$ cat config.mk
export PLATFORM = sky130hd
export DESIGN_NAME = fifteen_move_scrambler
export DESIGN_NICKNAME = d
export VERILOG_FILES = /design/src/rtl/fifteen_move_scrambler.sv
export SDC_FILE = /design/constraint.sdc
export NUM_CORES = 1
export LEC_CHECK = 0
export CORE_MARGIN = 2
export CORE_UTILIZATION = 25
export DETAILED_ROUTE_END_ITERATION = 10
export SLEW_MARGIN = 5
export SYNTH_ARGS = -nofsm -noshare
export SYNTH_HDL_FRONTEND = slang
export SYNTH_SLANG_ARGS = --single-unit
$ cat constraint.sdc
create_clock -name clk -period 5.85 [get_ports clk]
set_clock_uncertainty 0.05 [all_clocks]
set_input_delay 1.17 -clock clk [delete_from_list [all_inputs] [get_ports clk]]
set_output_delay 1.17 -clock clk [all_outputs]
set_load 0.02 [all_outputs]
$ cat src/rtl/fifteen_move_scrambler.sv
// 15-puzzle scramble source: emits LFSR-driven legal moves one per handshake, never
// undoing the previous move, and tracks the blank position it has produced so far.
module fifteen_move_scrambler #(
    parameter int unsigned NUM_MOVES = 16,
    parameter logic [15:0] LFSR_SEED = 16'hACE1
) (
    input  logic        clk,
    input  logic        rst,
    input  logic        start,
    input  logic        seed_load,
    input  logic [15:0] seed,
    output logic [1:0]  motion,
    output logic        motion_valid,
    input  logic        motion_ready,
    output logic [3:0]  zero_pos,
    output logic [7:0]  move_count,
    output logic        busy,
    output logic        done
);

    localparam logic [1:0]  MV_UP     = 2'b00;
    localparam logic [1:0]  MV_RIGHT  = 2'b01;
    localparam logic [1:0]  MV_DOWN   = 2'b10;
    localparam logic [1:0]  MV_LEFT   = 2'b11;
    localparam logic [15:0] LFSR_TAPS = 16'hB400;
    localparam logic [7:0]  MOVES_TOTAL = 8'(NUM_MOVES);

    typedef enum logic [1:0] {
        ST_IDLE = 2'd0,
        ST_STEP = 2'd1,
        ST_SEND = 2'd2,
        ST_DONE = 2'd3
    } state_t;

    state_t      state_r;
    logic [15:0] lfsr_r;
    logic [1:0]  motion_r;
    logic        motion_valid_r;
    logic [3:0]  zero_pos_r;
    logic [7:0]  move_count_r;
    logic        busy_r;
    logic        done_r;
    logic [1:0]  last_r;
    logic        has_last_r;

    logic [1:0]  cand0_s;
    logic [1:0]  cand1_s;
    logic [1:0]  cand2_s;
    logic [1:0]  cand3_s;
    logic [1:0]  pick_s;
    logic [7:0]  count_inc_s;
    logic [15:0] seed_val_s;

    // A move is acceptable if it keeps the blank on the board and does not reverse the last one.
    function automatic logic move_ok(input logic [1:0] m, input logic [3:0] pos,
                                     input logic has_last, input logic [1:0] last);
        logic legal;
        case (m)
            MV_UP:    legal = (pos < 4'd12);
            MV_RIGHT: legal = (pos[1:0] != 2'd0);
            MV_DOWN:  legal = (pos >= 4'd4);
            MV_LEFT:  legal = (pos[1:0] != 2'd3);
            default:  legal = 1'b0;
        endcase
        return legal && !(has_last && (m == (last ^ 2'b10)));
    endfunction

    function automatic logic [3:0] next_pos(input logic [1:0] m, input logic [3:0] pos);
        logic [3:0] np;
        case (m)
            MV_UP:    np = pos + 4'd4;
            MV_RIGHT: np = pos - 4'd1;
            MV_DOWN:  np = pos - 4'd4;
            MV_LEFT:  np = pos + 4'd1;
            default:  np = pos;
        endcase
        return np;
    endfunction

    function automatic logic [15:0] lfsr_step(input logic [15:0] l);
        return {1'b0, l[15:1]} ^ (l[0] ? LFSR_TAPS : 16'h0000);
    endfunction

    // Rotating candidate search starting from the LFSR's low bits.
    always_comb begin
        cand0_s = lfsr_r[1:0];
        cand1_s = lfsr_r[1:0] + 2'd1;
        cand2_s = lfsr_r[1:0] + 2'd2;
        cand3_s = lfsr_r[1:0] + 2'd3;
        if (move_ok(cand0_s, zero_pos_r, has_last_r, last_r)) begin
            pick_s = cand0_s;
        end else if (move_ok(cand1_s, zero_pos_r, has_last_r, last_r)) begin
            pick_s = cand1_s;
        end else if (move_ok(cand2_s, zero_pos_r, has_last_r, last_r)) begin
            pick_s = cand2_s;
        end else begin
            pick_s = cand3_s;
        end
        count_inc_s = move_count_r + 8'd1;
        if (seed == 16'h0000) begin
            seed_val_s = LFSR_SEED;
        end else begin
            seed_val_s = seed;
        end
    end

    // Control FSM with all outputs registered.
    always_ff @(posedge clk) begin
        if (rst) begin
            state_r        <= ST_IDLE;
            lfsr_r         <= LFSR_SEED;
            motion_r       <= 2'b00;
            motion_valid_r <= 1'b0;
            zero_pos_r     <= 4'd0;
            move_count_r   <= 8'd0;
            busy_r         <= 1'b0;
            done_r         <= 1'b0;
            last_r         <= 2'b00;
            has_last_r     <= 1'b0;
        end else begin
            case (state_r)
                ST_IDLE: begin
                    done_r <= 1'b0;
                    if (seed_load) begin
                        lfsr_r <= seed_val_s;
                    end else if (start) begin
                        zero_pos_r   <= 4'd0;
                        move_count_r <= 8'd0;
                        has_last_r   <= 1'b0;
                        if (MOVES_TOTAL == 8'd0) begin
                            state_r <= ST_DONE;
                            done_r  <= 1'b1;
                        end else begin
                            state_r <= ST_STEP;
                            busy_r  <= 1'b1;
                        end
                    end
                end
                ST_STEP: begin
                    motion_r       <= pick_s;
                    motion_valid_r <= 1'b1;
                    lfsr_r         <= lfsr_step(lfsr_r);
                    state_r        <= ST_SEND;
                end
                ST_SEND: begin
                    if (motion_ready) begin
                        zero_pos_r     <= next_pos(motion_r, zero_pos_r);
                        last_r         <= motion_r;
                        has_last_r     <= 1'b1;
                        move_count_r   <= count_inc_s;
                        motion_valid_r <= 1'b0;
                        if (count_inc_s == MOVES_TOTAL) begin
                            state_r <= ST_DONE;
                            busy_r  <= 1'b0;
                            done_r  <= 1'b1;
                        end else begin
                            state_r <= ST_STEP;
                        end
                    end
                end
                ST_DONE: begin
                    done_r  <= 1'b0;
                    state_r <= ST_IDLE;
                end
                default: begin
                    state_r        <= ST_IDLE;
                    motion_valid_r <= 1'b0;
                    busy_r         <= 1'b0;
                    done_r         <= 1'b0;
                end
            endcase
        end
    end

    assign motion       = motion_r;
    assign motion_valid = motion_valid_r;
    assign zero_pos     = zero_pos_r;
    assign move_count   = move_count_r;
    assign busy         = busy_r;
    assign done         = done_r;

endmodule

==> results of run 1 <==
## registers in the layout, summed over array words and instances, names as in the netlist
register      flops
lfsr_r           16
last_r            2
move_count        8
has_last_r        1
done              1
motion_valid      1
zero_pos          4
busy              1
motion            2
state_r           2
## routing by layer
metal / up-vias / GRT usage
li1: 1087 / -
met4: 0 / 0.0443
met3: 6 / 0.0223
met2: 35 / 0.193
met5: - / 0
met1: 978 / 0.152
## kinds of logic (layout without fill, tap and decap cells)
| logic type | Yosys count | after routing | share of synthesized area |
|---|---|---|---|
| mux | 12 | 12 | 0.0522 |
| xor+xnor | 11 | 11 | 0.0419 |
| compound gates | 73 | 73 | 0.213 |
| fa+ha+maj | 18 | 18 | 0.101 |
| buf+inv | 27 | 62 | 0.0462 |
| simple gates | 104 | 104 | 0.214 |
| flops | 38 | 38 | 0.331 |
## Yosys cell counts (all sizes together) (2+ instances only)
| cell | number |
|---|---|
| o21a | 2 |
| mux2i | 12 |
| a221oi | 4 |
| nand3 | 14 |
| nand2 | 26 |
| xnor2 | 6 |
| and2 | 2 |
| inv | 14 |
| a21o | 3 |
| a211oi | 9 |
| a31oi | 3 |
| buf | 4 |
| nor3b | 2 |
| nand2b | 4 |
| a21oi | 22 |
| or2b | 2 |
| nor4 | 6 |
| nor2 | 36 |
| o31ai | 2 |
| clkbuf | 8 |
| xor2 | 5 |
| dfxtp | 38 |
| o21ai | 10 |
| ha | 17 |
| nand4 | 2 |
| a22oi | 2 |
| nor3 | 4 |
| and3 | 2 |
| o221ai | 7 |
## metrics by stage
step | worst slack (ns) | util
floorplan | 3.53 | -
global placement | 2.88 | 0.315
detailed placement | 2.78 | 0.315
CTS | 3.09 | 0.325
global route | 2.95 | 0.325
finish | 3.08 | 0.325
## worst max path at each step
stage | startpoint | to | slack, ns | cells past startpoint
2_1_floorplan | seed_load | move_count[6]$_SDFFE_PP0P_ | 3.53 | 5
3_3_place_gp | seed_load | move_count[6]$_SDFFE_PP0P_ | 2.88 | 6
4_1_cts | seed_load | move_count[6]$_SDFFE_PP0P_ | 3.09 | 6
5_1_grt | state_r[1]$_SDFFE_PP0P_ | lfsr_r[14]$_SDFFE_PP0P_ | 2.95 | 7
3_5_place_dp | seed_load | move_count[6]$_SDFFE_PP0P_ | 2.78 | 6
6_report | seed_load | move_count[6]$_SDFFE_PP0P_ | 3.08 | 6
## cell type report
| cell class | instances | share of cell area |
|---|---|---|
| multi-input combinational | 218 | 0.500 |
| sequential | 38 | 0.266 |
| timing repair buffer | 39 | 0.134 |
| tap | 108 | 0.0472 |
| clock buffer | 6 | 0.0288 |
| inverter | 15 | 0.0197 |
| clock inverter | 2 | 0.00437 |
## power breakdown
part	total [µW]	switching, µW	internal, µW
clock	192	96.9	94.7
sequential	394	67.1	327
combinational	543	317	226
## worst register-to-register path, stage by stage (launching register included)
cell	delay [ns]
dfxtp_1	0.34
inv_1	0.10
ha_1	0.60
inv_1	0.38
o21ai_1	0.59
buf_4	0.30
o221ai_1	0.16
nand3_1	0.11
==> summary.md, run 1 <==
| Metric | Value |
|---|---|
| Synth warn | `0` |
| Largest net degree at the start of global routing | `32` |
| Area grow syn2layout | `24.6%` |
| Startpoint types | `input pin` |
| DR WL met3 | `~170 µm` |
| Ys async rst share | `0` |
| Layout cell share with drive strength beyond 1 | `0.0377` |
| Placement-stage cell area | `2770 µm²` |
| Total CTS buffers | `5` |
| Std cell rows | `34` |
| Min-Delay Path Class | `flop to flop` |
| Final setup fails | `0` |
| Post-route insts no fill | `roughly 430` |
| Leak | `~0.0011 µW` |
| Number of enable flip-flop cells after synthesis | `0` |
| Distinct cells, synth | `48` |
| Design Power | `around 1100 µW` |
| Vias in the first global route | `between 2000 and 2500` |
| Max-slew violations | `0` |
| Initial antenna violation count | `0` |
| Maximum vdd ir drop | `between 0.0002 and 0.00025 V` |
| R2R depth | `7` |
| Die Y | `around 100 µm` |
| CTS tree | `done` |
| Post-cts resize count | `0` |
| Drt initial violations | `about 120` |
| Fillers | `922` |
| Final wirelength | `5610 µm` |
| Relative slew slack | `0.552` |
| I/O pin count | `38` |
| Crit-path max FO | `9` |
| Crit-path leading delay family | `simple AND/OR/NAND/NOR gates` |
| Worst hold stages | `2` |
| CTS H-tree lvls | `2` |
| Hold Vio Cnt, Final | `0` |
| CTS sink cnt | `38` |
| Worst Path Buf+Inv | `1` |
| Diode count | `0` |
| Post-synth top area share | `0.331` |
| Synth top area cells | `dfxtp_1 (33%), ha_1 (9.2%), nor2_1 (5.9%)` |
| Internal reg-to-reg setup slack | `between 3 and 4 ns` |
| Mapped Nets | `around 320` |
| Vias | `approximately 2100` |
| Top sig layer | `met4` |
| Gpl congestion | `around 0.75` |
| Max_cap viols | `0` |
| Initial Util | `0.261` |
| Fin Hold WS | `~0.42 ns` |
| Crit path cell chain | `clkdlybuf4s50_1, nand2b_1, and2_1, nor2_1, o21ai_0, a311oi_1` |
| Met2 wire len | `approximately 2500 µm` |
| CTS clk-pin slew, worst paths | `approximately 0.080 ns` |
| F_max | `roughly 360 MHz` |
| DP HPWL | `4140 µm` |
| CP arrival | `about 2.9 ns` |
| #FFs+latches synth | `38` |
| Post-route cell area | `between 2000 and 3000 µm²` |
| Sum Neg Setup Slack | `0 ns` |
| Final period utilization | `0.473` |
| Pwr Density | `394 nW/µm²` |
| WP data required | `about 6.0 ns` |
| Commonest non-fill, non-tap cell in the layout | `dfxtp_1` |
| Post-Syn Instances | `about 280` |
| DRC Markers | `0` |
| Outcome | `completed` |
| Footprint of the multi-input gates | `around 1400 µm²` |
| M1 WL | `about 2800 µm` |
| Synth Cell Area | `around 2300 µm²` |
| Total GRT Usage | `0.117` |
| Die area | `9980 µm²` |
| Clock Path Buffers | `2` |
| Wire per inst | `13.2 µm` |
| Reg-to-reg critical path startpoint | `state_r[1]$_SDFFE_PP0P_` |
| Reg-to-Reg End | `lfsr_r[10]$_SDFFE_PP1P_` |
| Worst hold start | `lfsr_r[6]$_SDFFE_PP1P_` |
| Setup CP Type | `input pin to flop` |
| Post-CTS Setup Bufs | `0` |
| Clock Tree Root | `clkbuf_8` |
| Most frequent cells in the layout | `dfxtp_1 (38), clkdlybuf4s50_1 (37), nor2_1 (36)` |
| Gr ovfl total | `0` |
| DP Cell Count | `between 400 and 500` |
| Tmin final | `2.77 ns` |
| Clock latency on the worst-skew pair | `0.29 ns` |
| First-pass GRT wire length | `approximately 9500 µm` |
| Core ar. | `~9000 µm²` |
| Die W | `about 100 µm` |
| Reg area | `roughly 760 µm²` |
| Hold-fix buffers, CTS | `0` |
| Ys flop type | `dfxtp_1` |
| Worst Hold Endpoint | `lfsr_r[6]$_SDFFE_PP1P_` |
| Routed vias/inst | `a little under 5` |
| Crit path capture type | `flop` |
| Sequential cell area fraction in the yosys report | `0.331` |
| Fin nets | `approximately 360` |
| First-pass iteration count of the detailed router | `4` |
| Syn_area_per_cell | `8.13 µm²` |
| CP max stage cell | `nor2_1` |
| Cell taking the most area after synthesis | `dfxtp_1` |
| Number of port buffers | `37` |
| Worst-margin pin slew | `approximately 0.67 ns` |
| Critical Path Max Stage Delay | `around 0.44 ns` |
| Number of routed nets with antenna violations | `0` |
| RSZ-0062 raised after global routing | `false` |
(Power assumes the default switching activity.)
==> run 2, diff against run 1 <==
clock period = 2.8 ns   (was 5.85 ns; I/O delays follow)
==> run 2 against run 1 <==
Die area unchanged. Core utilization increased by 0.51 points. Critical path depth grew 1. Count of clock-buffer cells in the layout stayed put. Routed wire length down 0.75%. Sequential share of layout area is 0.41 points lower. Critical path type is now flop to flop.
==> summary.md, run 2 (synthesis results as in run 1) <==
| Metric | Value |
|---|---|
| Outcome | `completed` |
| Min-Delay Path Class | `flop to flop` |
| Fillers | `about 900` |
| Tmin final | `roughly 2.2 ns` |
| I/O pin count | `38` |
| Number of port buffers | `37` |
| Internal power | `~1400 µW` |
| WP data required | `approximately 3 ns` |
| Crit path capture type | `flop` |
| Post-cts resize count | `0` |
| Fin nets | `approximately 360` |
| First-pass iteration count of the detailed router | `4` |
| Fin Hold WS | `approximately 0.42 ns` |
| Diode count | `0` |
| Initial Util | `0.261` |
| Final period utilization | `0.795` |
| Hold Vio Cnt, Final | `0` |
| Gr ovfl total | `0` |
| Initial antenna violation count | `0` |
| Post-CTS Setup Bufs | `0` |
| Clock Tree Root | `clkbuf_8` |
| Largest net degree at the start of global routing | `30` |
| DRC Markers | `0` |
| Final wirelength | `roughly 5600 µm` |
| Pwr Density | `between 800 and 900 nW/µm²` |
| Worst-margin pin slew | `0.423 ns` |
| Routed vias/inst | `~5` |
| Std cell rows | `34` |
| Setup CP Type | `flop to flop` |
| Final setup fails | `0` |
| Relative slew slack | `0.711` |
| CTS tree | `done` |
| Wire per inst | `12.9 µm` |
| Area grow syn2layout | `26.6%` |
| Total GRT Usage | `0.118` |
| Total CTS buffers | `5` |
| Leak | `about 0.0011 µW` |
| Internal reg-to-reg setup slack | `0.58 ns` |
| M1 WL | `around 2800 µm` |
| Max reg flops | `16` |
| Net Sw Frac | `0.420` |
| Layout cell share with drive strength beyond 1 | `0.0556` |
| Drt initial violations | `110` |
| Number of routed nets with antenna violations | `0` |
| Startpoint types | `flop` |
| RSZ-0062 raised after global routing | `false` |
| Max_cap viols | `0` |
| CTS sink cnt | `38` |
| Die area | `roughly 10000 µm²` |
| Die Y | `~100 µm` |
| Vias in the first global route | `approximately 2100` |
| F_max | `449 MHz` |
| Max-slew violations | `0` |
| Met2 wire len | `~2500 µm` |
| Sw Pwr | `1010 µW` |
| DR WL met3 | `190 µm` |
| Combinational power share | `0.500` |
| Clock Power Share | `0.164` |
| First-pass GRT wire length | `9740 µm` |
| Crit-path max FO | `8` |
| Gpl congestion | `about 0.80` |
| Die W | `about 100 µm` |
| Flop pwr share | `0.336` |
| CTS H-tree lvls | `2` |
| Vias | `2118` |
| Sum Neg Setup Slack | `0 ns` |
| Commonest non-fill, non-tap cell in the layout | `dfxtp_1` |
| Clock latency on the worst-skew pair | `slightly below 0.3 ns` |
| DP HPWL | `~4200 µm` |
| CP arrival | `approximately 2.4 ns` |
| Clock Path Buffers | `2` |
| Top sig layer | `met4` |
| Hold-fix buffers, CTS | `0` |
| Largest register by flop count | `lfsr_r` |
| CTS clk-pin slew, worst paths | `0.08 ns` |
| Core ar. | `roughly 8800 µm²` |
| Maximum vdd ir drop | `0.000300 V` |
| Most frequent cells in the layout | `dfxtp_1 (38), clkdlybuf4s50_1 (37), nor2_1 (36)` |
run 2: power by group through the flow:
stage                     clock network, µW  logic, µW  registers (µW)
after floorplan                           0        862             807
after global placement                    0       1180             815
after detailed placement                  0       1190             822
after CTS                               406       1200             808
after global routing                    425       1360             832
final                                   393       1200             806
run 2: final cells by class:
cell class                      count  area (µm²)  area share
Clock inverter                      2        12.5     0.00430
Clock buffer                        6        82.6      0.0284
Multi-Input combinational cell    218        1430       0.492
Tap cell                          108         135      0.0464
Sequential cell                    38         761       0.261
Inverter                           15        56.3      0.0193
Timing Repair Buffer               45         430       0.148
run 2: path summary, 6_finish.rpt:
kind	endpoint	start	depth (start not counted)
hold / removal	lfsr_r[15]$_SDFFE_PP1P_	lfsr_r[15]$_SDFFE_PP1P_	2
setup / recovery	done$_SDFFE_PP0P_	move_count[0]$_SDFFE_PP0P_	7
hold reg to reg	lfsr_r[15]$_SDFFE_PP1P_	lfsr_r[15]$_SDFFE_PP1P_	2
setup reg to reg	done$_SDFFE_PP0P_	move_count[0]$_SDFFE_PP0P_	7
run 2: worst max-delay path: stages (launching register included):
cell and delay, ns:
dfxtp_1 0.48, ha_1 0.32, nand2_1 0.10, xnor2_1 0.14, a2bb2oi_1 0.16, nor4b_2 0.47, mux2i_1 0.13, a32o_1 0.26
run 2: layer usage:
metal | global-route usage | up-vias
li1 | - | 1098
met2 | 0.187 | 37
met4 | 0.0453 | 0
met3 | 0.0209 | 9
met1 | 0.162 | 974
met5 | 0 | -
run 2: stage by stage:
step | util | total power [µW] | cells | area [µm²] | worst slack (ns)
2_1_floorplan | - | 1670 | 283 | 2300 | 0.693
3_3_place_gp | 0.320 | 2000 | 424 | 2820 | 0.519
3_5_place_dp | 0.320 | 2010 | 424 | 2820 | 0.473
4_1_cts | 0.330 | 2410 | 432 | 2910 | 0.529
5_1_grt | 0.330 | 2620 | 432 | 2910 | 0.345
6_report | 0.330 | 2400 | 432 | 2910 | 0.575
==> run 3, diff against run 2 <==
clock period = 1.98 ns   (was 2.8 ns; I/O delays follow)
==> run 3 against run 2 <==
Register-to-register slack lost 0.51 ns. Die area unchanged. Combinational power up 79%. Sequential cell count unchanged.
==> summary.md, run 3 (synthesis results as in run 1) <==
| Metric | Value |
|---|---|
| CTS tree | `done` |
| First-pass GRT wire length | `slightly below 10000 µm` |
| Hold Vio Cnt, Final | `0` |
| Footprint of the multi-input gates | `about 1500 µm²` |
| Crit-path leading delay family | `buffers and inverters` |
| Combinational power share | `0.530` |
| Final wirelength | `around 6000 µm` |
| Critical Path Max Stage Delay | `approximately 0.6 ns` |
| Worst Hold Endpoint | `last_r[0]$_SDFFE_PP0P_` |
| Worst Path Buf+Inv | `2` |
| Clock latency on the worst-skew pair | `0.29 ns` |
| Max-slew violations | `0` |
| CTS H-tree lvls | `2` |
| Internal power | `around 2500 µW` |
| Number of routed nets with antenna violations | `0` |
| Reg-to-reg critical path startpoint | `lfsr_r[1]$_SDFFE_PP0P_` |
| Final Util | `0.373` |
| Min-Delay Path Class | `flop to flop` |
| Commonest non-fill, non-tap cell in the layout | `clkdlybuf4s50_1` |
| Reg area | `between 700 and 800 µm²` |
| WP data required | `roughly 1.5 ns` |
| Total CTS buffers | `5` |
| Startpoint types | `flop` |
| Die W | `~100 µm` |
| Initial Util | `0.261` |
| Gpl congestion | `between 0.8 and 0.9` |
| Die Y | `99.9 µm` |
| Std cell rows | `34` |
| Clock Power Share | `0.200` |
| DRC Markers | `0` |
| CP arrival | `1.47 ns` |
| DP HPWL | `about 4500 µm` |
| Largest register by flop count | `lfsr_r` |
| Post-route insts no fill | `462` |
| Sum Neg Setup Slack | `0 ns` |
| Gr ovfl total | `0` |
| Worst hold stages | `2` |
| Wire per inst | `12.8 µm` |
| Most frequent cells in the layout | `clkdlybuf4s50_1 (37), nor2_1 (36), buf_4 (36)` |
| Relative slew slack | `0.753` |
| RSZ-0062 raised after global routing | `true` |
| CTS sink cnt | `38` |
| Sw Pwr | `~1500 µW` |
| Net Sw Frac | `0.377` |
| Total GRT Usage | `0.121` |
| Leak | `~0.0013 µW` |
| DP Cell Count | `around 450` |
| Final period utilization | `0.969` |
| Clock Tree Root | `clkbuf_8` |
| Diode count | `0` |
| Core ar. | `8810 µm²` |
| Final setup fails | `0` |
| Crit path cell chain | `buf_4, clkdlybuf4s50_1` |
| Setup CP Type | `flop to output port` |
| Max_cap viols | `0` |
| Routed vias/inst | `between 4 and 5` |
| CTS clk-pin slew, worst paths | `about 0.08 ns` |
| Crit-path max FO | `6` |
| Initial antenna violation count | `0` |
| Drt initial violations | `about 170` |
| CP max stage cell | `clkdlybuf4s50_1` |
| Pwr Density | `1240 nW/µm²` |
| F_max | `around 520 MHz` |
| Vias in the first global route | `between 2000 and 2500` |
| Reg-to-Reg End | `motion[1]$_SDFFE_PP0P_` |
| Crit path capture type | `output port` |
| First-pass iteration count of the detailed router | `4` |
| Max reg flops | `16` |
| I/O pin count | `38` |
| Fin nets | `392` |
| Hold-fix buffers, CTS | `0` |
| R2R depth | `8` |
| Clock Path Buffers | `2` |
| Number of port buffers | `37` |
| Outcome | `completed` |
| Area grow syn2layout | `42.8%` |
| Die area | `around 10000 µm²` |
| Internal reg-to-reg setup slack | `approximately 0.070 ns` |
| Worst-margin pin slew | `~0.37 ns` |
| Maximum vdd ir drop | `around 0.00049 V` |
| Layout cell share with drive strength beyond 1 | `0.181` |
| Worst hold start | `last_r[0]$_SDFFE_PP0P_` |
| Flop pwr share | `0.270` |
| Vias | `between 2000 and 2500` |
| Tmin final | `about 1.9 ns` |
| Largest net degree at the start of global routing | `29` |
| Fillers | `~860` |
run 3: cell count changes in the layout (fill, tap and decap cells not counted), sizes merged:
cell      before  now
buf            8   38
bufinv         0    2
clkinv         2    1
clkinvlp       1    0
run 3: worst max-delay path by stage:
stage                     cells after the start                  startpoint                    endpoint
after floorplan                               9      lfsr_r[0]$_SDFFE_PP1P_      motion[0]$_SDFFE_PP0P_
after global placement                        7                   seed_load  move_count[6]$_SDFFE_PP0P_
after detailed placement                      7                   seed_load  move_count[6]$_SDFFE_PP0P_
after CTS                                     8      lfsr_r[0]$_SDFFE_PP1P_      motion[0]$_SDFFE_PP0P_
after global routing                          8      lfsr_r[1]$_SDFFE_PP0P_      motion[0]$_SDFFE_PP0P_
final                                         2  move_count[2]$_SDFFE_PP0P_               move_count[2]
run 3: tightest hold or removal path, cell delays in order (launching register included):
cell and delay, ns:
dfxtp_1 0.32, nand2_1 0.05, a21oi_1 0.05
run 3: repair_timing:
| action | 4_1_cts | 5_1_grt |
|---|---|---|
| resized for setup | 1 | 17 |
| endpoints found under the setup margin | 1 | 5 |
| pin swaps | 0 | 3 |
| buffers inserted | 0 | 2 |
| hold endpoints to repair | 0 | 0 |
run 3: metal layers:
layer	routed length, µm	global-route usage	share of wire
met5	0	0	0
met4	68	0.0421	0.012
met3	197	0.0251	0.033
met2	2800	0.196	0.47
met1	2840	0.161	0.48
run 3: area by class of cell:
cell class                 instances  share of cell area
clock buffer                       6              0.0252
clock inverter                     2              0.0183
inverter                          15              0.0171
multi-input combinational        218               0.457
sequential                        38               0.234
tap                              108              0.0412
timing repair buffer              75               0.207
run 3: power by group through the flow:
stage	logic [µW]	registers (µW)	clock network, µW
6_report	2150	1100	810
4_1_cts	1980	1090	826
2_1_floorplan	1220	1140	0
3_3_place_gp	1960	1100	0
5_1_grt	2410	1130	859
3_5_place_dp	1960	1110	0
run 3: metrics by stage:
stage                     cell area, µm²  setup slack, ns  total power, µW  hold WS (ns)
after global routing                3280          -0.0208             4400         0.443
after floorplan                     2310          -0.0743             2370         0.390
after global placement              3050          -0.0296             3070         0.408
final                               3280           0.0604             4060         0.420
after detailed placement            3050          -0.0993             3070         0.411
after CTS                           3200          0.00341             3900         0.422
